File: config.mk
export PLATFORM = sky130hd
export DESIGN_NAME = lzc_normalizer
export DESIGN_NICKNAME = d
export VERILOG_FILES = /design/src/rtl/lzc_normalizer.sv
export SDC_FILE = /design/constraint.sdc
export NUM_CORES = 1
export LEC_CHECK = 0
export ABC_AREA = 1
export CAP_MARGIN = 20
export CORE_MARGIN = 2
export CORE_UTILIZATION = 42
export CTS_BUF_LIST = sky130_fd_sc_hd__clkbuf_8 sky130_fd_sc_hd__clkbuf_16
export DETAILED_ROUTE_END_ITERATION = 10
export PLACE_DENSITY = 0.67
export SLEW_MARGIN = 20
export SYNTH_ARGS = -nofsm -noshare
export SYNTH_HDL_FRONTEND = slang
export SYNTH_SLANG_ARGS = --single-unit
File: constraint.sdc
create_clock -name clk -period 5.7 [get_ports clk]
set_input_delay 1.14 -clock clk [delete_from_list [all_inputs] [get_ports clk]]
set_output_delay 1.14 -clock clk [all_outputs]
set_load 0.01 [all_outputs]
File: src/rtl/lzc_normalizer.sv
// Two-stage valid/ready normalizer: counts leading zeros, shifts the mantissa
// up to a leading 1 and lowers the exponent, clamping the shift at exponent 0.
module lzc_normalizer #(
  parameter int unsigned N  = 8,
  parameter int unsigned EW = 8,
  localparam int unsigned CW = $clog2(N + 1)
) (
  input  logic          clk,
  input  logic          rst,
  input  logic          in_valid,
  output logic          in_ready,
  input  logic [N-1:0]  in_mant,
  input  logic [EW-1:0] in_exp,
  output logic          out_valid,
  input  logic          out_ready,
  output logic [N-1:0]  out_mant,
  output logic [EW-1:0] out_exp,
  output logic [CW-1:0] out_lzc,
  output logic          out_zero,
  output logic          out_uflow
);

  logic          s1_valid_q, s1_valid_d;
  logic [N-1:0]  s1_mant_q;
  logic [EW-1:0] s1_exp_q;
  logic [CW-1:0] s1_lz_q;

  logic          s2_valid_q, s2_valid_d;
  logic [N-1:0]  s2_mant_q, s2_mant_d;
  logic [EW-1:0] s2_exp_q, s2_exp_d;
  logic [CW-1:0] s2_lzc_q, s2_lzc_d;
  logic          s2_zero_q, s2_zero_d;
  logic          s2_uflow_q, s2_uflow_d;

  logic          in_accept;
  logic          s2_load;
  logic [CW-1:0] lz_c;
  logic          lz_found;
  logic [EW-1:0] lz_ext;
  logic [EW-1:0] shift;
  logic          s1_zero;

  assign in_ready  = !s1_valid_q || !s2_valid_q || out_ready;
  assign in_accept = in_valid && in_ready;
  assign s2_load   = s1_valid_q && (!s2_valid_q || out_ready);

  // Leading-zero count of the incoming mantissa; N when all bits are zero.
  always_comb begin
    lz_c     = CW'(N);
    lz_found = 1'b0;
    for (int i = int'(N) - 1; i >= 0; i--) begin
      if (!lz_found && in_mant[i]) begin
        lz_c     = CW'(int'(N) - 1 - i);
        lz_found = 1'b1;
      end
    end
  end

  // Normalization of the S1 beat into the S2 result fields.
  always_comb begin
    s1_zero    = (s1_mant_q == '0);
    lz_ext     = EW'(s1_lz_q);
    shift      = (lz_ext < s1_exp_q) ? lz_ext : s1_exp_q;
    s2_mant_d  = s1_mant_q << shift;
    s2_exp_d   = s1_exp_q - shift;
    s2_lzc_d   = s1_lz_q;
    s2_zero_d  = 1'b0;
    s2_uflow_d = (lz_ext > s1_exp_q);
    if (s1_zero) begin
      s2_mant_d  = '0;
      s2_exp_d   = '0;
      s2_lzc_d   = CW'(N);
      s2_zero_d  = 1'b1;
      s2_uflow_d = 1'b0;
    end
  end

  always_comb begin
    s1_valid_d = s1_valid_q;
    s2_valid_d = s2_valid_q;
    if (in_accept) begin
      s1_valid_d = 1'b1;
    end else if (s2_load) begin
      s1_valid_d = 1'b0;
    end
    if (s2_load) begin
      s2_valid_d = 1'b1;
    end else if (out_ready) begin
      s2_valid_d = 1'b0;
    end
  end

  always_ff @(posedge clk) begin
    if (rst) begin
      s1_valid_q <= 1'b0;
      s1_mant_q  <= '0;
      s1_exp_q   <= '0;
      s1_lz_q    <= '0;
      s2_valid_q <= 1'b0;
      s2_mant_q  <= '0;
      s2_exp_q   <= '0;
      s2_lzc_q   <= '0;
      s2_zero_q  <= 1'b0;
      s2_uflow_q <= 1'b0;
    end else begin
      s1_valid_q <= s1_valid_d;
      s2_valid_q <= s2_valid_d;
      if (in_accept) begin
        s1_mant_q <= in_mant;
        s1_exp_q  <= in_exp;
        s1_lz_q   <= lz_c;
      end
      if (s2_load) begin
        s2_mant_q  <= s2_mant_d;
        s2_exp_q   <= s2_exp_d;
        s2_lzc_q   <= s2_lzc_d;
        s2_zero_q  <= s2_zero_d;
        s2_uflow_q <= s2_uflow_d;
      end
    end
  end

  assign out_valid = s2_valid_q;
  assign out_mant  = s2_mant_q;
  assign out_exp   = s2_exp_q;
  assign out_lzc   = s2_lzc_q;
  assign out_zero  = s2_zero_q;
  assign out_uflow = s2_uflow_q;

endmodule

Word level (Yosys, flattened, before mapping):

Index checks and enable logic that the tools add are counted.

* add/subtract/negate cells: 1
* order comparisons: 2
* shift-type cells: 1
* mux-type cells: 25
* reductions and logical operators: 24

Operator list (number)
* $mux W4: 9
* $mux W8: 3
* $mux W1: 13
* $logic_and A1 B1 Y1: 9
* $logic_not A1 Y1: 9
* $gt A4 B8 Y1: 1
* $logic_not A8 Y1: 1
* $lt A4 B8 Y1: 1
* $shl A8 B8 Y8: 1
* $sub A8 B8 Y8: 1
* $reduce_bool A2 Y1: 2
* $logic_or A1 B1 Y1: 3

* register bits after elaboration: 44
* input port bits: 20
* output and inout port bits: 24
* word-level logic and storage cells: 63

Logic depth before layout (Yosys ltp):

Gate-level depths: netlist (run 1).

* word-level depth: 22
* depth in mapped cells: 21
* mapped depth without buffers: 20

Worst setup path after synthesis (run 1):

Ideal clock, no wire load.

* path kind: register to register
* from: register s1_exp_q[1]
* to: register s2_exp_q[7] (netlist: out_exp[7])
* arrival: 2.564 ns
* setup slack: 3.000 ns
* cell stages (with the launch flop): 20
* cell sequence: dfxtp_1 -> inv_1 -> ha_1 -> nand2_1 -> nand2_1 -> nand2_1 -> nand2_1 -> nand2_2 -> buf_6 -> o21ai_2 -> ha_1 -> nand2_1 -> nand2_1 -> a31oi_1 -> or2_2 -> nand2_1 -> nor2_1 -> nand2_1 -> nand3_1 -> a21oi_1

* longest elaborated chain between the ends: 4

Ends and longest elaborated chain
* from (decl): line 25 `logic [EW-1:0] s1_exp_q;`
* from (signal assigned): line 110 `s1_exp_q <= in_exp;`
* $lt A4 B8 Y1: line 63 `shift = (lz_ext < s1_exp_q) ? lz_ext : s1_exp_q;`
* $mux W8: line 63
* $sub A8 B8 Y8 (*): line 65 `s2_exp_d = s1_exp_q - shift;`
* $mux W8 (*): line 69 `if (s1_zero) begin`
* to (signal assigned): line 115 `s2_exp_q <= s2_exp_d;`
* to (decl): line 30 `logic [EW-1:0] s2_exp_q, s2_exp_d;`

Mark *: on every way between the ends. The rest lies on a longest branch, timed or not.
A chain may end at the register's enable or synchronous reset.

Worst setup path in the final report (run 1):

* from: input out_ready
* to: output in_ready

* longest elaborated chain between the ends: 1

Ends and longest elaborated chain
* from (decl): line 15 `input logic out_ready,`
* $logic_or A1 B1 Y1: line 43 `assign in_ready = !s1_valid_q || !s2_valid_q || out_ready;`
* to (decl): line 11 `output logic in_ready,`

No other way between the ends.

==> impl_metrics.json, run 1 <==
{
  "outcome": "finished clean",
  "synth.distinct_cells": 35,
  "drive_gt1_share_pct": 8.17,
  "vias_per_cell": 5.01,
  "async_flop_share_pct": 0,
  "area_delta_synth_final_pct": 23.8,
  "regArea_um2": 881,
  "hold_end": "out_exp[2]",
  "yosysTopAreaCellShare_pct": 37.5,
  "synth_edf_count": 0,
  "clk_pin_slew_ns": 0.08,
  "avgSynthCellArea_um2": 7.20,
  "dr.pass1.iters": 4,
  "grt_pass1_vias": 1944,
  "clock_skew_ns": 0.00568,
  "post-route-min-period_ns": 3.53,
  "drt-total-wl_um": 5440,
  "antennaDiodeCount": 0,
  "postCtsHoldBufs": 0,
  "die_y_um": 78.8,
  "row_count": 27,
  "num_vias": 2201,
  "final_net_count": 397,
  "hold_depth": 2,
  "hold_viol": 0,
  "ys_warn_count": 0,
  "cts_tree": "done",
  "fin_crit_sh_pct": 61.9,
  "relSlewSlack_pct": 36.6,
  "combinationalPowerShare_pct": 26.5,
  "r2r_end": "out_exp[4]",
  "port_buffers": 43,
  "ctsLongestPathBuffers": 2,
  "endpoint_kind": "output port",
  "vdd_ir_drop_max_v": 0.000166,
  "hp-start": "out_exp[2]",
  "synth_seq_cells": 44,
  "multi_input_area_um2": 1250,
  "grt_overflow": 0,
  "reg2reg_slack_ns": 2.33,
  "final_common_cell": "nand2_1",
  "grt.total_usage_pct": 18.0,
  "place_hpwl_um": 4050,
  "htreeDepth": 2,
  "critical_path_class": "input pin to output port",
  "start_util_pct": 43.2,
  "switchingPower_w": 0.000233,
  "grt_antenna_before_repair": 0,
  "ios": 44,
  "cts_resized": 0,
  "fillers": 559,
  "netlist_area_um2": 2350,
  "clock_sinks": 44,
  "synth.area.top_cells": "dfxtp_1 (38%), nand2_1 (10%), nand3_1 (8.7%)",
  "die_w_um": 78.8,
  "syn_inst": 326,
  "postCtsSetupBuffers": 0,
  "synth-seq-area-share_pct": 37.5,
  "fp.coreArea_um2": 5440,
  "powerDensity_nw_per_um2": 248,
  "critPathMaxFanout": 3,
  "p_int_w": 0.000489,
  "syn_nets": 356,
  "yosys.area.top_type": "dfxtp_1",
  "ant_nets": 0,
  "grt_first_pass_wirelength_um": 8790,
  "drtIter0Drc": 102,
  "pwr-share-clk_pct": 25.9,
  "synth_ff_type": "dfxtp_1",
  "netSwitchingFraction_pct": 32.2,
  "start_kind": "input pin",
  "wl_per_cell_um": 12.4,
  "routabilityCongestion": 0.878,
  "critPathRequiredTime_ns": 4.56,
  "dieArea_um2": 6200,
  "power_frac_seq_pct": 47.7,
  "reg2reg_depth": 18,
  "p_leak_nw": 1.23,
  "r2r-start": "s1_exp_q[1]",
  "max_freq_ghz": 0.283,
  "finalPower_w": 0.000722,
  "cts_buffers": 5,
  "cap_violations": 0,
  "mostFrequentLayoutCells": "nand2_1 (65), dfxtp_1 (44), inv_1 (43), clkdlybuf4s50_1 (43), nand3_1 (41)",
  "cts_root_buf": "clkbuf_8",
  "min_path_type": "flop to flop",
  "drv_slew": 0,
  "rsz0062_at_grt": "no",
  "insertion_delay_ns": 0.30,
  "worstPathArrival_ns": 2.39,
  "setup_tns_ns": 0,
  "worstMarginPinSlew_ns": 0.948,
  "setup_viol": 0,
  "route.detailed.drc": 0,
  "grt_start_max_net_pins": 24
}
==> kinds of logic after synthesis <==
kind of cell | Yosys count | synth area share, %
AOI/OAI and AO/OA | 77 | 19.1
xor gates and xnor gates | 1 | 0.373
adders and majority gates | 10 | 5.65
buffers and inverters | 55 | 9.17
DFF | 44 | 37.5
and+or+nand+nor | 139 | 28.1
==> power by group through the flow <==
stage          logic, W  clock network, W  registers (W)
3_5_place_dp   0.000190                 0       0.000351
3_3_place_gp   0.000188                 0       0.000351
5_1_grt        0.000215          0.000206       0.000347
6_report       0.000191          0.000187       0.000344
2_1_floorplan  0.000126                 0       0.000353
4_1_cts        0.000191          0.000189       0.000344
==> cell type report <==
cell class	instances	area share [%]
Inverter	45	5.81
Clock inverter	2	0.301
Tap cell	72	3.10
Timing Repair Buffer	44	15.1
Sequential cell	44	30.3
Clock buffer	5	2.37
Multi-Input combinational cell	227	43.0
==> how the worst max path moves through the flow <==
stage                start           to  slack (ns)
2_1_floorplan  s1_exp_q[1]   out_exp[7]        3.00
3_3_place_gp     out_ready     in_ready        2.20
3_5_place_dp     out_ready  out_mant[5]        2.14
4_1_cts          out_ready     in_ready        2.18
5_1_grt        s1_exp_q[1]   out_exp[4]        2.00
6_report         out_ready     in_ready        2.17
==> routing by layer <==
layer	routed length [µm]	track usage (%)	vias to the layer above
met5	0	0	-
met4	82	5.96	0
met3	231	3.98	8
met2	2400	29.0	48
met1	2720	23.9	990
li1	-	-	1155
==> registers in the layout, summed over array words and instances, names as in the netlist <==
register,count
out_exp,8
out_lzc,4
out_mant,8
out_uflow,1
out_valid,1
out_zero,1
s1_exp_q,8
s1_lz_q,4
s1_mant_q,8
s1_valid_q,1
==> through the flow <==
stage               hold slack [ns]  std cells  utilization (%)  setup WS (ns)  instance area, µm²
detailed placement            0.455        432             52.0           2.14                2830
floorplan                     0.451        326                -           3.00                2350
finish                        0.465        439             53.4           2.17                2910
global route                  0.486        439             53.4           2.00                2910
global placement              0.457        432             52.0           2.20                2830
CTS                           0.467        439             53.4           2.18                2910
==> worst max-delay path: stages <==
cell and delay (ns):
clkdlybuf4s50_1 0.45, inv_1 0.03, nand2_1 0.09, nor2_1 0.07, inv_1 0.07, clkdlybuf4s50_1 0.54
==> synthesized netlist by cell type (7+ instances only) <==
master,instances
nand2_1,65
dfxtp_1,44
inv_1,42
nand3_1,41
a21oi_1,37
o21ai_0,24
nor2_1,14
ha_1,9
clkbuf_1,7
No activity file was read; power rests on OpenSTA's default activity.
==> run 2, diff against run 1 <==
Settings changed: PLACE_DENSITY 0.67 to 0.69.
Clock period 5.7 ns to 3 ns, I/O delays scaled along.
==> run 2 against run 1 <==
- clock skew rose by 0.0033 ns
- worst hold slack improved by 0.0025 ns
- register-to-register slack got worse by 2.1 ns
- clock-buffer cell count rose by 1
- utilization rose by 2.5 points
- combinational power rose by 110%
- largest power group unchanged
==> impl_metrics.json, run 2 (synthesized netlist as in run 1, its figures left out) <==
{
  "ctsLongestPathBuffers": 2,
  "switchingPower_w": 0.000455,
  "cap_violations": 0,
  "relSlewSlack_pct": 61.3,
  "drtIter0Drc": 119,
  "grt_first_pass_wirelength_um": 9510,
  "setup_ws_ns": 0.245,
  "grt_overflow": 0,
  "cp_slowest_cell": "dfxtp_2",
  "min_path_type": "flop to flop",
  "start_kind": "flop",
  "critical_path_class": "flop to flop",
  "netSwitchingFraction_pct": 31.7,
  "die_w_um": 78.8,
  "dieArea_um2": 6200,
  "p_leak_nw": 1.30,
  "wl_per_cell_um": 12.4,
  "grt_antenna_before_repair": 0,
  "p_int_w": 0.000983,
  "fp.coreArea_um2": 5440,
  "vdd_ir_drop_max_v": 0.000272,
  "outcome": "finished clean",
  "routabilityCongestion": 0.899,
  "grt_pass1_vias": 2087,
  "critPathMostFrequentCell": "nand2_1",
  "cts_root_buf": "clkbuf_8",
  "fillers": 528,
  "htreeDepth": 2,
  "powerDensity_nw_per_um2": 473,
  "r2r-start": "s1_exp_q[2]",
  "dr.pass1.iters": 4,
  "post-place-ws_ns": 0.138,
  "drt-total-wl_um": 5600,
  "hp-start": "out_mant[1]",
  "route.detailed.drc": 0,
  "ios": 44,
  "post-route-min-period_ns": 2.76,
  "start_util_pct": 43.2,
  "final_net_count": 410,
  "port_buffers": 43,
  "worstPathArrival_ns": 3.00,
  "rsz0062_at_grt": "no",
  "die_y_um": 78.8,
  "combinationalPowerShare_pct": 28.0,
  "cts_buffers": 5,
  "drive_gt1_share_pct": 12.3,
  "endpoint_kind": "flop",
  "hold_viol": 0,
  "cp_slowest_stage_delay_ns": 0.39,
  "cp_cell_sequence": "inv_1 > ha_1 > nand2_1 > inv_1 > nand2_1 > nand2_1 > nand2_4 > nand2_1 > o21ai_2 > ha_4 > nand2_1 > nand2_1 > a31oi_1 > or2_2 > nand2_1 > xor2_1 > nand2_1 > a21oi_1",
  "area_delta_synth_final_pct": 29.6,
  "vias_per_cell": 5.02,
  "cts_tree": "done",
  "max_freq_ghz": 0.363,
  "worstMarginPinSlew_ns": 0.579,
  "crit_start": "s1_exp_q[2]",
  "power_frac_seq_pct": 45.2,
  "antennaDiodeCount": 0,
  "grt.total_usage_pct": 19.2,
  "fin_crit_sh_pct": 91.8,
  "pwr-share-clk_pct": 26.8,
  "final_common_cell": "nand2_1",
  "insertion_delay_ns": 0.30,
  "setup_tns_ns": 0,
  "clock_skew_ns": 0.00902,
  "critPathRequiredTime_ns": 3.24,
  "num_vias": 2275,
  "mostFrequentLayoutCells": "nand2_1 (65), inv_1 (43), clkdlybuf4s50_1 (43), dfxtp_1 (43), nand3_1 (41)",
  "ant_nets": 0,
  "place_hpwl_um": 4140,
  "clk_pin_slew_ns": 0.08,
  "grt_start_max_net_pins": 23,
  "drv_slew": 0,
  "setup_viol": 0,
  "critPathMaxFanout": 6,
  "clock_sinks": 44,
  "row_count": 27
}
-- run 2: worst paths after layout --
check / end / slack [ns] / depth (start not counted)
setup / recovery: out_exp[5] / 0.24 / 18
hold / removal: out_mant[1] / 0.47 / 2
setup reg to reg: out_exp[5] / 0.24 / 18
hold reg to reg: out_mant[1] / 0.47 / 2
-- run 2: power groups by stage --
stage / registers [W] / clock network [W] / logic, W
floorplan: 0.000670 / 0 / 0.000239
global placement: 0.000661 / 0 / 0.000380
detailed placement: 0.000662 / 0 / 0.000384
CTS: 0.000649 / 0.000396 / 0.000387
global route: 0.000655 / 0.000418 / 0.000452
finish: 0.000650 / 0.000386 / 0.000403
-- run 2: area by class of cell --
class / instances / area [µm²] / area share (%)
Clock inverter: 2 / 11.3 / 0.370
Sequential cell: 44 / 882 / 29.0
Timing Repair Buffer: 56 / 528 / 17.4
Clock buffer: 6 / 82.6 / 2.71
Tap cell: 72 / 90.1 / 2.96
Multi-Input combinational cell: 228 / 1280 / 42.0
Inverter: 45 / 169 / 5.55
-- run 2: timing repair --
action / in CTS / in global routing
hold buffers: 0 / 0
setup buffers: 0 / 1
endpoints found under the hold margin: 0 / 0
resized for setup: 0 / 4
setup endpoints to repair: 0 / 4
-- run 2: worst max-delay path: cells and delay by family, from the launching register on --
family | cells | cell delay, ns
simple gates | 10 | 1.12
fa+ha+maj | 2 | 0.60
flops | 1 | 0.39
compound gates | 3 | 0.24
buf+inv | 2 | 0.17
xor+xnor | 1 | 0.16
-- run 2: per-layer routing --
layer	routed length [µm]	track usage [%]	up-vias
met5	0	0	-
met4	91	7.02	0
met3	259	3.64	9
met2	2500	30.2	68
met1	2750	26.3	1011
li1	-	-	1187
-- run 2: metrics by stage --
stage	cells	cell area [µm²]	util, %	power, W	hold slack [ns]
4_1_cts	451	3010	55.3	0.00143	0.470
3_5_place_dp	443	2910	53.5	0.00105	0.456
3_3_place_gp	443	2910	53.5	0.00104	0.454
5_1_grt	453	3040	55.9	0.00153	0.488
6_report	453	3040	55.9	0.00144	0.467
2_1_floorplan	326	2350	-	0.000909	0.451
==> run 3, diff against run 2 <==
Settings changed: CORE_UTILIZATION 42 to 25, PLACE_DENSITY 0.69 to unset.
==> run 3 against run 2 <==
- utilization shrank 22 points
- largest power group unchanged
- largest cell class unchanged
- die area grew 64%
- wire length grew 6.8%
- fmax grew 0.32%
- combinational power shrank 2%
- first-iteration DRC count shrank 18%
- setup slack gained 0.0087 ns
- cell count grew 8.2%
- via count grew 0.88%
- flip-flop and latch count is the same
==> impl_metrics.json, run 3 (synthesized netlist as in run 1, its figures left out) <==
{
  "path_delay_family": "adder cells",
  "fin_crit_sh_pct": 91.6,
  "final_core_util_pct": 33.8,
  "clock_sinks": 44,
  "reg2reg_depth": 18,
  "routabilityCongestion": 0.858,
  "p_leak_nw": 1.30,
  "grt_overflow": 0,
  "cts_tree": "done",
  "cp_cell_sequence": "inv_1 > ha_1 > nand2_1 > inv_1 > nand2_1 > nand2_2 > nand2_4 > nand2_2 > nand2_1 > ha_1 > fa_1 > inv_1 > nand2_1 > a21oi_2 > inv_1 > nand3b_1 > nand3_1 > a21oi_1",
  "ant_nets": 0,
  "setup_viol": 0,
  "start_util_pct": 25.6,
  "fillers": 992,
  "row_count": 35,
  "cap_violations": 0,
  "drv_slew": 0,
  "postCtsHoldBufs": 0,
  "insertion_delay_ns": 0.30,
  "dr.pass1.iters": 4,
  "endpoint_kind": "flop",
  "cp_slowest_cell": "dfxtp_1",
  "critPathRequiredTime_ns": 3.23,
  "min_path_type": "flop to flop",
  "ios": 44,
  "wl_per_cell_um": 12.2,
  "hold_viol": 0,
  "vdd_ir_drop_max_v": 0.000171,
  "relSlewSlack_pct": 60.5,
  "num_vias": 2295,
  "critPathMaxFanout": 5,
  "antennaDiodeCount": 0,
  "grt_first_pass_wirelength_um": 9870,
  "drive_gt1_share_pct": 12.1,
  "critPathCapture": "out_exp[4]",
  "finalPower_w": 0.00151,
  "grt_antenna_before_repair": 0,
  "cts_buffers": 5,
  "r2r_end": "out_exp[4]",
  "postCtsSetupBuffers": 0,
  "whs_ns": 0.469,
  "clk_pin_slew_ns": 0.09,
  "drtIter0Drc": 98,
  "vias_per_cell": 4.68,
  "powerDensity_nw_per_um2": 489,
  "area_delta_synth_final_pct": 31.7,
  "start_kind": "flop",
  "path_depth": 18,
  "post-route-min-period_ns": 2.75,
  "grt_pass1_vias": 2131,
  "route.detailed.drc": 0,
  "ctsLongestPathBuffers": 2,
  "port_buffers": 43,
  "outcome": "finished clean",
  "place_hpwl_um": 4670,
  "worstMarginPinSlew_ns": 0.592,
  "die_y_um": 101,
  "worstPathArrival_ns": 2.98,
  "path_buf_inv": 4,
  "reg2reg_slack_ns": 0.25,
  "final_net_count": 408,
  "clock_skew_ns": 0.00645,
  "critical_path_class": "flop to flop",
  "dieArea_um2": 10200,
  "grt.total_usage_pct": 12.0,
  "htreeDepth": 2,
  "fp.coreArea_um2": 9150,
  "die_w_um": 101,
  "layout.cells.non_filler": 490,
  "cp_slowest_stage_delay_ns": 0.38,
  "max_freq_ghz": 0.364,
  "r2r-start": "s1_exp_q[2]",
  "dp.cells": 481,
  "drt-total-wl_um": 5980,
  "cts_root_buf": "clkbuf_8",
  "grt_start_max_net_pins": 23,
  "mostFrequentLayoutCells": "nand2_1 (64), clkdlybuf4s50_1 (43), dfxtp_1 (43)",
  "final_common_cell": "nand2_1",
  "crit_start": "s1_exp_q[2]"
}
## run 3: cell types whose count changed in the layout (fill, tap and decap cells not counted)
cell / previous run / this run
ha_4: 1 / 0
inv_6: 0 / 1
buf_4: 13 / 11
clkbuf_8: 6 / 5
nand2_4: 4 / 5
nand2_1: 65 / 64
ha_1: 8 / 9
bufinv_16: 0 / 1
inv_1: 43 / 42
## run 3: what timing repair did
action,CTS,global route
gates resized for setup,0,5
hold endpoints to repair,0,0
setup endpoints to repair,0,4
## run 3: worst min path at each step
stage                 from     endpoint  slack [ns]  cells after the start
6_report       out_mant[3]  out_mant[3]        0.47                      2
5_1_grt         out_exp[3]   out_exp[3]        0.50                      2
4_1_cts         out_exp[3]   out_exp[3]        0.47                      2
3_5_place_dp    out_exp[3]   out_exp[3]        0.46                      2
3_3_place_gp    out_exp[3]   out_exp[3]        0.46                      2
2_1_floorplan   s1_valid_q    out_valid        0.45                      2
## run 3: where the power goes
part	switching [W]	total (W)	internal, W
Sequential	0.0000270	0.000651	0.000624
Clock	0.000215	0.000466	0.000251
Combinational	0.000227	0.000395	0.000168
Total	0.000469	0.00151	0.00104
## run 3: metal layers
metal  part of all wire [%]  GRT usage [%]
met1                     48           16.0
met3                    6.1           2.84
met4                    1.5           4.16
met2                     45           19.1
met5                      0              0
## run 3: tightest hold or removal path, cell delays in order, from the launching register on
cell and delay [ns]:
dfxtp_1 0.32, nand2_1 0.06, a21oi_1 0.05
## run 3: through the flow
| step | setup slack [ns] | setup TNS [ns] | instance area, µm² |
|---|---|---|---|
| after floorplan | 0.300 | 0 | 2350 |
| after global placement | 0.244 | 0 | 2950 |
| after detailed placement | 0.136 | 0 | 2950 |
| after CTS | 0.113 | 0 | 3070 |
| after global routing | -0.0219 | -0.0222 | 3090 |
| final | 0.253 | 0 | 3090 |
## run 3: layout make-up
type | count | area, µm² | area share [%]
multi-input combinational | 228 | 1270 | 41.2
sequential | 44 | 882 | 28.5
timing repair buffer | 54 | 513 | 16.6
tap | 111 | 139 | 4.49
inverter | 45 | 169 | 5.46
clock buffer | 5 | 68.8 | 2.23
clock inverter | 3 | 46.3 | 1.50
